==> src/rtl/pwm_capture.sv <==
// PWM capture: measures period, high time and duty (permille) of a synchronized PWM input
// and raises no_signal when no rising edge arrives for TIMEOUT cycles.
module pwm_capture #(
  parameter int WIDTH       = 16,
  parameter int TIMEOUT     = 50000,
  parameter int SYNC_STAGES = 2
) (
  input  logic             clock,
  input  logic             reset,
  input  logic             pwm_in,
  output logic             level,
  output logic [WIDTH-1:0] period,
  output logic [WIDTH-1:0] high_time,
  output logic [9:0]       duty,
  output logic             valid,
  output logic             no_signal
);

  localparam int NUMW = WIDTH + 10;
  localparam int CNTW = $clog2(NUMW);
  localparam logic [CNTW-1:0]  DIV_LAST     = CNTW'(NUMW - 1);
  localparam logic [CNTW-1:0]  DIV_ONE      = CNTW'(1);
  localparam logic [WIDTH-1:0] TIMEOUT_LAST = WIDTH'(TIMEOUT - 1);
  localparam logic [WIDTH-1:0] CNT_ONE      = WIDTH'(1);
  localparam logic [NUMW-1:0]  PERMILLE     = NUMW'(1000);
  localparam logic [9:0]       DUTY_FULL    = 10'd1000;

  localparam logic [1:0] S_WAIT_EDGE = 2'd0;
  localparam logic [1:0] S_MEASURE   = 2'd1;
  localparam logic [1:0] S_DIVIDE    = 2'd2;
  localparam logic [1:0] S_TIMEOUT   = 2'd3;

  logic [1:0]             state;
  logic [SYNC_STAGES-1:0] sync_q;
  logic                   level_d;
  logic                   rise;

  logic [WIDTH-1:0] cnt_p;
  logic [WIDTH-1:0] cnt_h;
  logic [WIDTH-1:0] p_next;
  logic [WIDTH-1:0] h_next;

  logic [NUMW-1:0]  num_init;
  logic [NUMW-1:0]  div_num;
  logic [NUMW-2:0]  div_quo;
  logic [WIDTH-1:0] div_rem;
  logic [WIDTH-1:0] div_den;
  logic [WIDTH-1:0] div_h;
  logic [CNTW-1:0]  div_cnt;

  logic [WIDTH:0]   rem_shift;
  logic [WIDTH-1:0] rem_diff;
  logic             q_bit;
  logic [NUMW-1:0]  quo_final;
  logic [9:0]       duty_clamped;

  always_ff @(posedge clock or negedge reset) begin
    if (!reset) begin
      sync_q  <= '0;
      level_d <= 1'b0;
    end else begin
      sync_q  <= {sync_q[SYNC_STAGES-2:0], pwm_in};
      level_d <= sync_q[SYNC_STAGES-1];
    end
  end

  assign level = sync_q[SYNC_STAGES-1];
  assign rise  = level & ~level_d;

  // Counters saturate so a stuck input can never wrap into a bogus short period.
  assign p_next = (&cnt_p) ? cnt_p : cnt_p + CNT_ONE;
  assign h_next = (&cnt_h) ? cnt_h : cnt_h + CNT_ONE;

  always_ff @(posedge clock or negedge reset) begin
    if (!reset) begin
      cnt_p <= '0;
      cnt_h <= '0;
    end else if (rise) begin
      cnt_p <= '0;
      cnt_h <= '0;
    end else begin
      cnt_p <= p_next;
      if (level) begin
        cnt_h <= h_next;
      end
    end
  end

  // The edge cycle itself is high, hence h_next rather than cnt_h as the latched high time.
  assign num_init = NUMW'(h_next) * PERMILLE;

  always_comb begin
    rem_shift    = {div_rem, div_num[NUMW-1]};
    q_bit        = (rem_shift >= {1'b0, div_den});
    rem_diff     = rem_shift[WIDTH-1:0] - div_den;
    quo_final    = {div_quo, q_bit};
    duty_clamped = (quo_final > PERMILLE) ? DUTY_FULL : quo_final[9:0];
  end

  always_ff @(posedge clock or negedge reset) begin
    if (!reset) begin
      state     <= S_WAIT_EDGE;
      div_num   <= '0;
      div_quo   <= '0;
      div_rem   <= '0;
      div_den   <= '0;
      div_h     <= '0;
      div_cnt   <= '0;
      period    <= '0;
      high_time <= '0;
      duty      <= '0;
      valid     <= 1'b0;
      no_signal <= 1'b1;
    end else begin
      valid <= 1'b0;
      case (state)
        S_WAIT_EDGE: begin
          if (rise) begin
            state <= S_MEASURE;
          end
        end
        S_MEASURE: begin
          if (rise) begin
            div_num <= num_init;
            div_den <= p_next;
            div_h   <= h_next;
            div_rem <= '0;
            div_quo <= '0;
            div_cnt <= '0;
            state   <= S_DIVIDE;
          end else if (cnt_p == TIMEOUT_LAST) begin
            state <= S_TIMEOUT;
          end
        end
        // Edges seen here only restart the counters; the result publishes on the last step.
        S_DIVIDE: begin
          div_num <= {div_num[NUMW-2:0], 1'b0};
          div_quo <= quo_final[NUMW-2:0];
          div_rem <= q_bit ? rem_diff : rem_shift[WIDTH-1:0];
          div_cnt <= div_cnt + DIV_ONE;
          if (div_cnt == DIV_LAST) begin
            period    <= div_den;
            high_time <= div_h;
            duty      <= duty_clamped;
            valid     <= 1'b1;
            no_signal <= 1'b0;
            state     <= S_MEASURE;
          end
        end
        S_TIMEOUT: begin
          period    <= '0;
          high_time <= '0;
          duty      <= level ? DUTY_FULL : 10'd0;
          no_signal <= 1'b1;
          valid     <= 1'b1;
          state     <= S_WAIT_EDGE;
        end
        default: begin
          state <= S_WAIT_EDGE;
        end
      endcase
    end
  end

endmodule

==> config.mk <==
export PLATFORM = sky130hd
export DESIGN_NAME = pwm_capture
export DESIGN_NICKNAME = d
export VERILOG_FILES = /design/src/rtl/pwm_capture.sv
export SDC_FILE = /design/constraint.sdc
export NUM_CORES = 1
export LEC_CHECK = 0
export CELL_PAD_IN_SITES_DETAIL_PLACEMENT = 1
export CELL_PAD_IN_SITES_GLOBAL_PLACEMENT = 2
export CORE_ASPECT_RATIO = 2
export CORE_MARGIN = 8
export CORE_UTILIZATION = 36
export DETAILED_ROUTE_END_ITERATION = 12
export GPL_TIMING_DRIVEN = 0
export PLACE_DENSITY_LB_ADDON = 0.05
export SYNTH_ARGS = -nofsm -noshare
export SYNTH_HDL_FRONTEND = slang
export SYNTH_SLANG_ARGS = --single-unit
==> constraint.sdc <==
create_clock -name clock -period 5.4 [get_ports clock]
set_clock_uncertainty 0.15 [all_clocks]
set_input_delay 0.81 -clock clock [delete_from_list [all_inputs] [get_ports clock]]
set_output_delay 0.81 -clock clock [all_outputs]
set_load 0.005 [all_outputs]
# Word level (Yosys, flattened, before mapping)
# Index checks and enable logic that the tools add are counted.
[totals]
inputBits = 3
output_inout_bits = 45
reg_bits = 185
word_cells = 75
[classes]
addsub = 4
n_mul = 1
n_mux = 31
n_eq_ne = 9
bitwise_logic = 2
n_reduce_logical = 10
n_lt_le_gt_ge = 2
[ops]
columns = ["op", "n"]
rows = [
  ["$mux W16", 9],
  ["$pmux W16 S2", 3],
  ["$pmux W26 S2", 1],
  ["$pmux W25 S2", 1],
  ["$add A16 B1 Y16 const B", 2],
  ["$reduce_and A16 Y1", 2],
  ["$mux W10", 3],
  ["$gt A26 B10 Y1 const B", 1],
  ["$mux W26", 1],
  ["$mux W25", 1],
  ["$mul A16 B7 Y23 const B", 1],
  ["$pmux W10 S2", 1],
  ["$ge A17 B16 Y1", 1],
  ["$eq A16 B16 Y1 const B", 1],
  ["$sub A16 B16 Y16", 1],
  ["$pmux W5 S2", 1],
  ["$mux W2", 4],
  ["$pmux W2 S4", 1],
  ["$ne A2 B2 Y1 const B", 3],
  ["$reduce_and A2 Y1", 3],
  ["$reduce_bool A2 Y1", 3],
  ["$add A5 B1 Y5 const B", 1],
  ["$eq A5 B5 Y1 const B", 1],
  ["$mux W5", 1],
  ["9 further kinds", 12],
]

# Logic depth before layout (Yosys ltp)
# Gate-level depths: netlist of run 1.
[depth]
word_depth = 5
ltp_mapped = 24
ltp_nobuf = 23

# Worst setup path after synthesis of run 1
# No wires, ideal clock.
[synth_path]
kind = "flip-flop to flip-flop"
start = "register cnt_h[1]"
end = "register div_num[25]"
path_stages_with_launch = 25
path_buffers = 1
period_less_slack_ps = 5773
arrival_ps = 5489
setup_ps = 134
required_time_ps = 5116
slack_ps = -373
path_cell_list = "dfrtp_1 -> ha_1 -> and2_1 -> nand4_4 -> nor2_4 -> nor2_1 -> nand2_1 -> xnor2_1 -> inv_1 -> xnor2_1 -> ha_1 -> a21oi_1 -> fa_1 -> fa_1 -> fa_1 -> inv_1 -> ha_1 -> clkbuf_1 -> a211oi_1 -> o211ai_1 -> a221oi_1 -> o21a_1 -> o21ai_0 -> xnor2_1 -> o21ai_0"
[synth_via]
elab_chain_cells = 5
elab_cells_between_ends = 6
classes_between = "1 x add/sub; 1 x mul; 3 x mux; 1 x reduce/logical"
[synth_rtl]
columns = ["element", "line", "text"]
rows = [
  ["from (decl)", "39", "logic [WIDTH-1:0] cnt_h;"],
  ["from (signal assigned)", "84", "cnt_h <= h_next;"],
  ["$add A16 B1 Y16 or $reduce_and A16 Y1 (tied branches)", "72", "assign h_next = (&cnt_h) ? cnt_h : cnt_h + CNT_ONE;"],
  ["$mux W16 *", "72", ""],
  ["net h_next[7]", "41", "logic [WIDTH-1:0] h_next;"],
  ["$mul A16 B7 Y23 *", "90", "assign num_init = NUMW'(h_next) * PERMILLE;"],
  ["$mux W26 *", "123", "if (rise) begin"],
  ["$pmux W26 S2 *", "116", "case (state)"],
  ["to (signal assigned)", "124", "div_num <= num_init;"],
  ["to (signal assigned)", "137", "div_num <= {div_num[NUMW-2:0], 1'b0};"],
  ["to (decl)", "44", "logic [NUMW-1:0] div_num;"],
]
# Mark *: on every way through the listed nets, which the timed path passes. The rest lies on a longest branch. The select of a mux whose other input is x is not followed.
# A chain may end at the register's enable or synchronous reset.

# Worst setup path in the final report of run 1
[layout_path]
start = "register cnt_h[1]"
end = "register div_num[24]"
# The elaborated chain is that of the path after synthesis.

==> results of run 1 <==
[flip-flops by register name, summed over array words and instances, names as in the netlist]
signal     count
div_quo       25
div_num       23
cnt_h         16
cnt_p         16
div_den       16
div_h         16
div_rem       16
high_time     16
period        16
duty          10
div_cnt        5
state          2
sync_q         2
level_d        1
no_signal      1
valid          1
[per-stage QoR]
stage / utilization / cell area, µm² / power, µW
2_1_floorplan: - / 11300 / 3100
3_3_place_gp: 0.400 / 12300 / 3750
3_5_place_dp: 0.401 / 12400 / 3790
4_1_cts: 0.443 / 13700 / 5180
5_1_grt: 0.450 / 13900 / 5490
6_report: 0.450 / 13900 / 5130
[what timing repair did]
| item | in CTS | in global routing |
|---|---|---|
| pin swaps | 45 | 24 |
| setup endpoints to repair | 15 | 12 |
| setup buffers | 49 | 9 |
| hold buffers | 0 | 0 |
| resized for setup | 81 | 34 |
[logic make-up after synthesis]
family,after synthesis,share of synthesized area
XOR/XNOR,61,0.0481
buffers and inverters,178,0.0614
flip-flops,182,0.405
multiplexers,5,0.00444
AND/OR/NAND/NOR,360,0.150
AO/OA/AOI/OAI,296,0.168
adder cells (fa/ha/maj),118,0.163
[power groups by stage]
stage                     Clock (µW)  Sequential [µW]  Combinational [µW]
final                           1360             1760                2010
after global routing            1440             1790                2250
after CTS                       1400             1760                2020
after detailed placement           0             1790                2000
after global placement             0             1790                1960
after floorplan                    0             1720                1380
[final cells by class]
class / instances / share of cell area
clock buffers: 17 / 0.0306
multi-input cells: 840 / 0.468
clock inverters: 15 / 0.0157
repair buffers: 106 / 0.0684
well taps: 418 / 0.0376
inverters: 123 / 0.0340
flip-flops and latches: 182 / 0.329
plain buffers: 54 / 0.0170
[worst max-delay path: stages, from the launching register on]
cell and delay, ns:
dfrtp_2 0.44, ha_4 0.17, and2_4 0.16, nand4_4 0.08, nor2_4 0.05, nor2_4 0.17
nand2_2 0.11, xnor2_4 0.25, inv_2 0.12, xnor2_2 0.16, ha_1 0.27, inv_1 0.05
fa_1 0.53, fa_1 0.44, fa_1 0.51, inv_1 0.04, ha_2 0.32, and3_4 0.19
a311o_1 0.39, a31oi_4 0.30, o21ai_2 0.12, xnor2_1 0.15, o21ai_0 0.08
[worst max path at each step]
stage	end	slack, ns
floorplan	div_num[25]	0.03
global placement	cnt_h[10]	-4.91
detailed placement	div_num[25]	-1.42
CTS	div_num[23]	-0.13
global route	div_num[24]	-0.25
finish	div_num[24]	-0.03
[cells in the final DEF (no fill, tap or decap), types with 9 or more instances in the layout]
cell type / n
o22ai_1: 15
clkdlybuf4s50_1: 46
nor2b_1: 9
a22o_1: 20
a31oi_1: 10
o21ai_1: 15
ha_1: 57
a21oi_1: 33
inv_1: 114
nand3_1: 43
nand2_1: 166
nor3_1: 10
o21ai_0: 101
nand4_1: 25
xnor2_1: 31
nor2_1: 42
buf_4: 59
clkbuf_16: 17
xor2_1: 19
clkbuf_1: 45
a22oi_1: 19
fa_1: 48
dfrtp_1: 173
[routing by layer]
metal / track usage / up-vias
met4: 0.105 / 0
li1: - / 4368
met2: 0.415 / 91
met1: 0.183 / 4625
met5: 0 / -
met3: 0.0221 / 65
==> impl_metrics.tcl, run 1 <==
set metrics [dict create \
    status "finished, violations left" \
    synth_most_common_cell "dfrtp_1" \
    slew_headroom 0.463 \
    ys_types 71 \
    boundaryPins 48 \
    first_global_vias 10186 \
    worstReg2RegStart "cnt_h[1]" \
    cts-htree-levels 4 \
    p_comb_frac 0.391 \
    arrival_ns 5.59 \
    start_util 0.365 \
    min_period_over_period 1.00 \
    place_congestion 0.816 \
    place_ws_ns -1.42 \
    post_drt_wl_per_cell_um 20.5 \
    drv_slew 0 \
    firstDrtPassIters 4 \
    p_int_uw 2990 \
    p_seq_frac 0.344 \
    yosysWarnings 0 \
    synth_fp_nets 1320 \
    report.final.hold_viol_count 0 \
    path_max_fanout 5 \
    setup_violations 4 \
    die_area_um2 37500 \
    power.switching_uw 2140 \
    diodes 0 \
    fin_hold_ws_ns 0.205 \
    drive_above_1_share 0.146 \
    fin_nets 1444 \
    cp-start-kind "flip-flop" \
    final_cells 1755 \
    drc_errors 0 \
    fp.dieW_um 141 \
    synth_cells 1200 \
    dp_cells 1667 \
    setup_slack_ns -0.0263 \
    port_buffers 47 \
    place_hpwl_um 27500 \
    max_slew.worst_pin.slew_ns 0.806 \
    grt_pass1_wl_um 57300 \
    nFillCells 3500 \
    critPathRequiredTime_ns 5.56 \
    grt_use_total 0.201 \
    clkLatencyLatePin_ns 0.47 \
    num_vias 9149 \
    grt.overflow.total 0 \
    met3WireLength_um 507 \
    min_from "sync_q[0]" \
    yosys-top-cells-area "dfrtp_1, fa_1, ha_1, nand2_1, o21ai_0" \
    path_clk_slew_ns 0.10 \
    antenna_found_initial 0 \
    ctsLongestPathBuffers 2 \
    die_h_um 266 \
    synth_top_area_frac 0.402 \
    r2r_slack_ns -0.03 \
    fmax_ghz 0.184 \
    top_layer_used "met4" \
    m1WireLength_um 12200 \
    area_delta_synth_final_pct 23.4 \
    path_class "reg2reg" \
    reg2reg_to "div_num[24]" \
    core_region_area_um2 30900 \
    syn-cell-area_um2 11300 \
    crit_path_end_kind "flip-flop" \
    cap_violations 0 \
    regArea_um2 4570 \
    drtIter0Drc 273 \
    ys.flop_type "dfrtp_1" \
    hold_depth 0 \
    cts.sinks 182 \
    power_frac_clock 0.266 \
    r2r_cells 22 \
    power.density_nw_per_um2 369 \
    synthTopCellsByCount "dfrtp_1, nand2_1, inv_1" \
    fin_setup_tns_ns -0.0700 \
    avgViaCountPerCell 5.21 \
    ir_drop_uv 257 \
    placementRows 91 \
    synth_edf_count 0 \
    violations "setup timing" \
    ant_nets 0 \
    synth-seq-cells 182 \
    route.met2.wl_um 21400 \
    whs_endpoint "sync_q[1]" \
    rsz0062_at_grt "true" \
    yosysTopAreaCell "dfrtp_1" \
    syn_avg_cell_area_um2 9.38 \
    synth-async-reset-ratio 1.00 \
    startpoint "cnt_h[1]" \
    hp-class "reg2reg" \
    grt_max_degree 93 \
    synth-seq-area-share 0.405 \
    cts_made_buffers 17 \
    sw_frac_of_total 0.418 \
    leakage_uw 0.00609 \
    multi_input_area_um2 6500 \
    wl_um 35900 \
    period_minus_slack_ns 5.43 \
    cts_tree "built" \
    cts_root_buf "clkbuf_16" \
]
Note: power is estimated with default switching activity, not from simulation.
==> inputs of run 2 (changes only) <==
--- a/config.mk
+++ b/config.mk
@@ -9,7 +9,8 @@
 export CELL_PAD_IN_SITES_GLOBAL_PLACEMENT = 2
 export CORE_ASPECT_RATIO = 2
 export CORE_MARGIN = 8
-export CORE_UTILIZATION = 36
+export CORE_UTILIZATION = 40
+export CTS_CLUSTER_SIZE = 28
 export DETAILED_ROUTE_END_ITERATION = 12
 export GPL_TIMING_DRIVEN = 0
 export PLACE_DENSITY_LB_ADDON = 0.05
==> constraint.sdc (replaced) <==
create_clock -name clock -period 5.64 [get_ports clock]
set_clock_uncertainty 0.15 [all_clocks]
set_input_delay 0.846 -clock clock [delete_from_list [all_inputs] [get_ports clock]]
set_output_delay 0.846 -clock clock [all_outputs]
set_load 0.005 [all_outputs]
==> impl_metrics.tcl, run 2 (synthesis gave the netlist of run 1 again) <==
set metrics [dict create \
    drv_slew 0 \
    drtIter0Drc 426 \
    cts_made_buffers 17 \
    area_delta_synth_final_pct 21.7 \
    leakage_uw 0.00608 \
    hp-class "in2async" \
    path_max_fanout 5 \
    ctsHoldBuffers 0 \
    period_minus_slack_ns 5.52 \
    layout_commonest_cell "dfrtp_1" \
    cap_violations 0 \
    cp-start-kind "flip-flop" \
    worstReg2RegStart "cnt_h[13]" \
    r2r_cells 20 \
    clkLatencyLatePin_ns 0.46 \
    port_buffers 47 \
    fin_hold_ws_ns 0.193 \
    rsz0062_at_grt "true" \
    firstDrtPassIters 6 \
    largest_reg_flops 25 \
    place_hpwl_um 24100 \
    slew_headroom 0.481 \
    path_clk_slew_ns 0.08 \
    critPathRequiredTime_ns 5.82 \
    max_slew.worst_pin.slew_ns 0.778 \
    diodes 0 \
    arrival_ns 5.70 \
    die_area_um2 34100 \
    antenna_found_initial 0 \
    grt.overflow.total 0 \
    cts-htree-levels 4 \
    drive_above_1_share 0.140 \
    grt_pass1_wl_um 52900 \
    die_h_um 253 \
    avgViaCountPerCell 5.42 \
    min_period_over_period 0.980 \
    place_congestion 0.808 \
    placementRows 87 \
    status "complete, no violations" \
    setup_violations 0 \
    post_drt_wl_per_cell_um 19.3 \
    cts_root_buf "clkbuf_16" \
    power.density_nw_per_um2 347 \
    path_class "reg2reg" \
    first_global_vias 9687 \
    ir_drop_uv 250 \
    fin_nets 1447 \
    ctsLongestPathBuffers 2 \
    fin_area_um2 13700 \
    fp.dieW_um 135 \
    top_register "div_quo" \
    crit_path_end_kind "flip-flop" \
    grt_use_total 0.198 \
    start_util 0.403 \
    grt_max_degree 108 \
    drc_errors 0 \
    reg.largest.list "div_quo (25), div_num (23)" \
    ant_nets 0 \
    wl_um 32700 \
    cts.sinks 182 \
    final_cell_mix "dfrtp_1, nand2_1, inv_1, o21ai_0, buf_4" \
    r2r_slack_ns 0.12 \
    fmax_ghz 0.181 \
    core_region_area_um2 28000 \
    boundaryPins 48 \
    final_cells 1696 \
    report.final.hold_viol_count 0 \
    dp_cells 1605 \
    num_vias 9185 \
    cts_tree "built" \
    reg2reg_to "div_num[24]" \
    placed_cell_area_um2 12200 \
]
-- run 2: changes by cell type in the layout (fill, tap and decap cells not counted), moves of 3 or more --
cell      delta
buf_4        +4
clkinv_4     +4
inv_12       -5
o21ai_2      -3
-- run 2: cell type report --
cell class | instances | area [µm²]
Fill cell | 3149 | 14300
Timing Repair Buffer | 109 | 968
Inverter | 123 | 475
Clock buffer | 18 | 439
Sequential cell | 182 | 4560
Buffer | 54 | 230
Clock inverter | 14 | 140
Tap cell | 356 | 445
Multi-Input combinational cell | 840 | 6440
-- run 2: what timing repair did --
action                     CTS  global route
resized for setup           53            55
hold endpoints to repair     0             0
setup buffers               24            36
pin swaps                   16            46
setup endpoints to repair   14            12
-- run 2: metrics by stage --
| step | setup slack (ns) | setup TNS [ns] | power (µW) | utilization |
|---|---|---|---|---|
| floorplan | 0.0544 | 0 | 2960 | - |
| global placement | -4.16 | -761.00 | 3490 | 0.436 |
| detailed placement | -1.31 | -11.53 | 3550 | 0.437 |
| CTS | 0.00617 | 0 | 4790 | 0.472 |
| global route | -0.183 | -1.25 | 5090 | 0.490 |
| finish | 0.115 | 0 | 4750 | 0.490 |
-- run 2: critical path: stages (launching register included) --
cell      delay (ns)
dfrtp_1         0.43
nand4_1         0.28
o211ai_1        0.34
buf_4           0.19
nor3_4          0.04
xnor2_2         0.24
inv_2           0.12
fa_1            0.55
inv_1           0.05
fa_1            0.47
fa_1            0.53
fa_1            0.52
inv_2           0.05
ha_4            0.23
a211oi_4        0.26
nor2_2          0.07
o41ai_2         0.34
o21a_1          0.18
o21ai_1         0.07
xnor2_1         0.22
o21ai_1         0.08
-- run 2: per-layer routing --
metal | GRT usage | wire length (µm)
met1 | 0.248 | 14200
met2 | 0.338 | 16900
met3 | 0.0292 | 810
met4 | 0.0742 | 763
met5 | 0 | 0
-- run 2: report_power, final --
group | internal (µW) | switching, µW
logic | 720 | 1170
clock network | 597 | 588
registers | 1510 | 162
total | 2830 | 1920
-- run 2: worst max-delay path by stage --
stage	startpoint	end	slack, ns	cells after the start
2_1_floorplan	cnt_h[1]	div_num[25]	0.05	24
3_3_place_gp	reset	sync_q[0]	-4.16	1
3_5_place_dp	cnt_h[1]	div_num[25]	-1.31	23
4_1_cts	cnt_h[13]	div_num[17]	0.006	19
5_1_grt	cnt_h[13]	div_num[24]	-0.18	20
6_report	cnt_h[13]	div_num[24]	0.12	20
==> patch, RTL diff (settings of run 1) <==
Make the reset (`reset`) synchronous in 3 clocked blocks.
--- a/src/rtl/pwm_capture.sv
+++ b/src/rtl/pwm_capture.sv
@@ -54,7 +54,7 @@
   logic [NUMW-1:0]  quo_final;
   logic [9:0]       duty_clamped;
 
-  always_ff @(posedge clock or negedge reset) begin
+  always_ff @(posedge clock) begin
     if (!reset) begin
       sync_q  <= '0;
       level_d <= 1'b0;
@@ -71,7 +71,7 @@
   assign p_next = (&cnt_p) ? cnt_p : cnt_p + CNT_ONE;
   assign h_next = (&cnt_h) ? cnt_h : cnt_h + CNT_ONE;
 
-  always_ff @(posedge clock or negedge reset) begin
+  always_ff @(posedge clock) begin
     if (!reset) begin
       cnt_p <= '0;
       cnt_h <= '0;
@@ -97,7 +97,7 @@
     duty_clamped = (quo_final > PERMILLE) ? DUTY_FULL : quo_final[9:0];
   end
 
-  always_ff @(posedge clock or negedge reset) begin
+  always_ff @(posedge clock) begin
     if (!reset) begin
       state     <= S_WAIT_EDGE;
       div_num   <= '0;
Function: differs if reset is asserted again (counterexample within 4 cycles, from zero or initial values and one cycle with reset low); with reset held inactive, the same outputs for 10 cycles.
==> patch against run 1 <==
The flow still finishes with violations (setup timing). Setup slack lost 590 ps. Area after synthesis is 4.5% lower. Count of clock-buffer cells in the layout is the same. Final cell count increased by 0.40%. Final area down 0.86%. Routed wire length grew 1.3%. Sequential share of layout area is 6.3 points lower. Synthesized cell count grew 3.2%. Hold slack improved by 85 ps. Sequential cell count is the same. Maximum frequency fell by 9.9%. Critical path type unchanged.
Power is not compared: it rests on default switching activity, and its combinational part moved more than twofold at a synthesized area within 25%.
==> patch: results (changes against run 1) <==
| Metric | Value |
|---|---|
| Clk slew on worst S/H paths | 80 ps (-20 ps) |
| Area contributors post-synth | dfxtp_1 (34%), fa_1 (8.9%), ha_1 (8.0%), nor2_1 (5.0%), a21oi_1 (4.0%) |
| Final WS setup | -620.7 ps (-594.4 ps) |
| First-pass GRT wire length | 56900 um (-0.67%) |
| Share of cells above drive strength 1 | 0.1845 (+0.03870) |
| Vias in the first global route | 10.27k (+0.78%) |
| Antenna Cells | 0 (unchanged) |
| Initial drt markers | 264 (-3.3%) |
| HP Class | register to register |
| P_leak | 5.256 nW |
| Clk Latency, worst-skew pair | 450 ps (-20 ps) |
| Port buffer count | 47 (unchanged) |
| Rel. slew slack | 0.3920 (-0.07081) |
| Initial antenna violation count | 0 (unchanged) |
| Arrival time of the worst setup path | 6230 ps (+640 ps) |
| GR Util All Layers | 0.2030 (+0.002095) |
| Sequential area share after synthesis | 0.3386 (-0.06591) |
| Inserted Clock Buffers | 17 (unchanged) |
| Largest net degree at the start of global routing | 19 (-80%) |
| Root buffer cell | clkbuf_16 |
| Gp weighted congestion | 0.8243 (+1.0%) |
| Commonest cells in the netlist | dfxtp_1 (182), nor2_1 (142), nand2_1 (105), inv_1 (102), a21oi_1 (86) |
| Failing checks | setup timing |
| Async SR Flop Fraction | 0 (-1.000) |
| Hold WS | 290.1 ps (+85.32 ps) |
| Vias per cell | 5.372 (+3.1%) |
| Maximum vdd drop | 218.0 uV |
| Setup TNS | -3069 ps (-2999 ps) |
| Nets@finish | 1505 (+4.2%) |
| Distinct cell type count after synthesis | 75 (+5.6%) |
| Outcome | complete, but fails checks |
| Largest regs | div_quo (25), div_num (23) |
| Layout fillers | 3424 (-2.2%) |
| Slew Viols, Final | 0 (unchanged) |
| Pre-antenna DRT Iters | 4 (unchanged) |
| Syn nets | 1358 (+2.9%) |
| # setup viols final | 10 (+6) |
| CTS max path bufs | 2 (unchanged) |
| H-tree depth | 4 (unchanged) |
| Yosys synthesis warning count | 0 (unchanged) |
| Crit-path max FO | 8 (+3) |
| Routed len/inst | 20.65 um (+0.87%) |
| Detailed-placement wirelength estimate | 27910 um (+1.6%) |
[patch: cell types whose count changed in the layout (fill, tap and decap cells not counted), moves of 23 or more]
cell	delta
dfxtp_1	+176
dfrtp_1	-173
nor2_1	+97
o21ai_0	-69
nand2_1	-66
a21oi_1	+40
a22oi_1	+35
inv_1	-31
a211oi_1	+23
[patch: stage by stage]
stage / setup slack [ps] / total power [mW] / cells / area (um2) / util
floorplan: -304.3 / 1.550 / 1238 / 10950 / -
global placement: -1537 / 1.624 / 1649 / 11870 / 0.4024
detailed placement: -1620 / 1.626 / 1649 / 11870 / 0.4024
CTS: -656.7 / 2.999 / 1746 / 13410 / 0.4544
global route: -833.2 / 3.082 / 1762 / 13770 / 0.4667
finish: -620.7 / 2.967 / 1762 / 13770 / 0.4667
[patch: what timing repair did]
item,in CTS,in global routing
resized for setup,92,55
endpoints found under the setup margin,17,13
pin swaps,64,55
gates cloned,0,0
setup buffers,65,20
[patch: worst paths after layout]
| path | start | to | depth (start not counted) |
|---|---|---|---|
| worst max-delay path | cnt_h[6] | div_num[25] | 24 |
| worst min-delay path | sync_q[0] | sync_q[1] | 1 |
| worst max register to register | cnt_h[6] | div_num[25] | 24 |
| worst min register to register | sync_q[0] | sync_q[1] | 1 |
[patch: cells by family after synthesis]
kind of cell | Yosys count | synth area share
AO/OA/AOI/OAI | 286 | 0.1763
XOR/XNOR | 71 | 0.06408
adder cells (fa/ha/maj) | 118 | 0.1705
buffers and inverters | 167 | 0.05908
flip-flops | 182 | 0.3386
multiplexers | 18 | 0.01791
AND/OR/NAND/NOR | 396 | 0.1735
[patch: critical path: stages, from the launching register on]
cell and delay (ps):
dfxtp_4 360, and4_4 200, and3_4 190, nand3_4 120, nor2_8 80, a21oi_4 380
nand2_4 110, xor2_4 290, xor2_2 190, ha_1 260, inv_2 70, fa_1 420
fa_1 460, fa_1 510, inv_2 50, ha_4 210, and3_4 180, and3_4 180
a32oi_4 240, a21o_1 220, a21oi_2 80, and3_4 180, o21a_1 200, or4_1 390
a31oi_1 200
[patch: final cells by class]
cell class / instances / share of cell area
inverters: 103 / 0.02907
multi-input cells: 889 / 0.5231
repair buffers: 130 / 0.08794
clock inverters: 15 / 0.01326
flip-flops and latches: 182 / 0.2653
plain buffers: 62 / 0.01744
clock buffers: 17 / 0.03089
well taps: 364 / 0.03307
[patch: per-layer routing]
layer,wire length (um),GRT usage
met3,592,0.02676
met4,1384,0.09590
met2,22070,0.4324
met5,0,0
met1,12340,0.1770
[patch: power by group]
part | leakage, nW | internal (mW) | total (mW) | switching [mW]
Combinational | 3.49 | 0.116 | 0.290 | 0.174
Sequential | 1.47 | 1.35 | 1.36 | 0.00757
Clock | 0.294 | 0.703 | 1.32 | 0.619
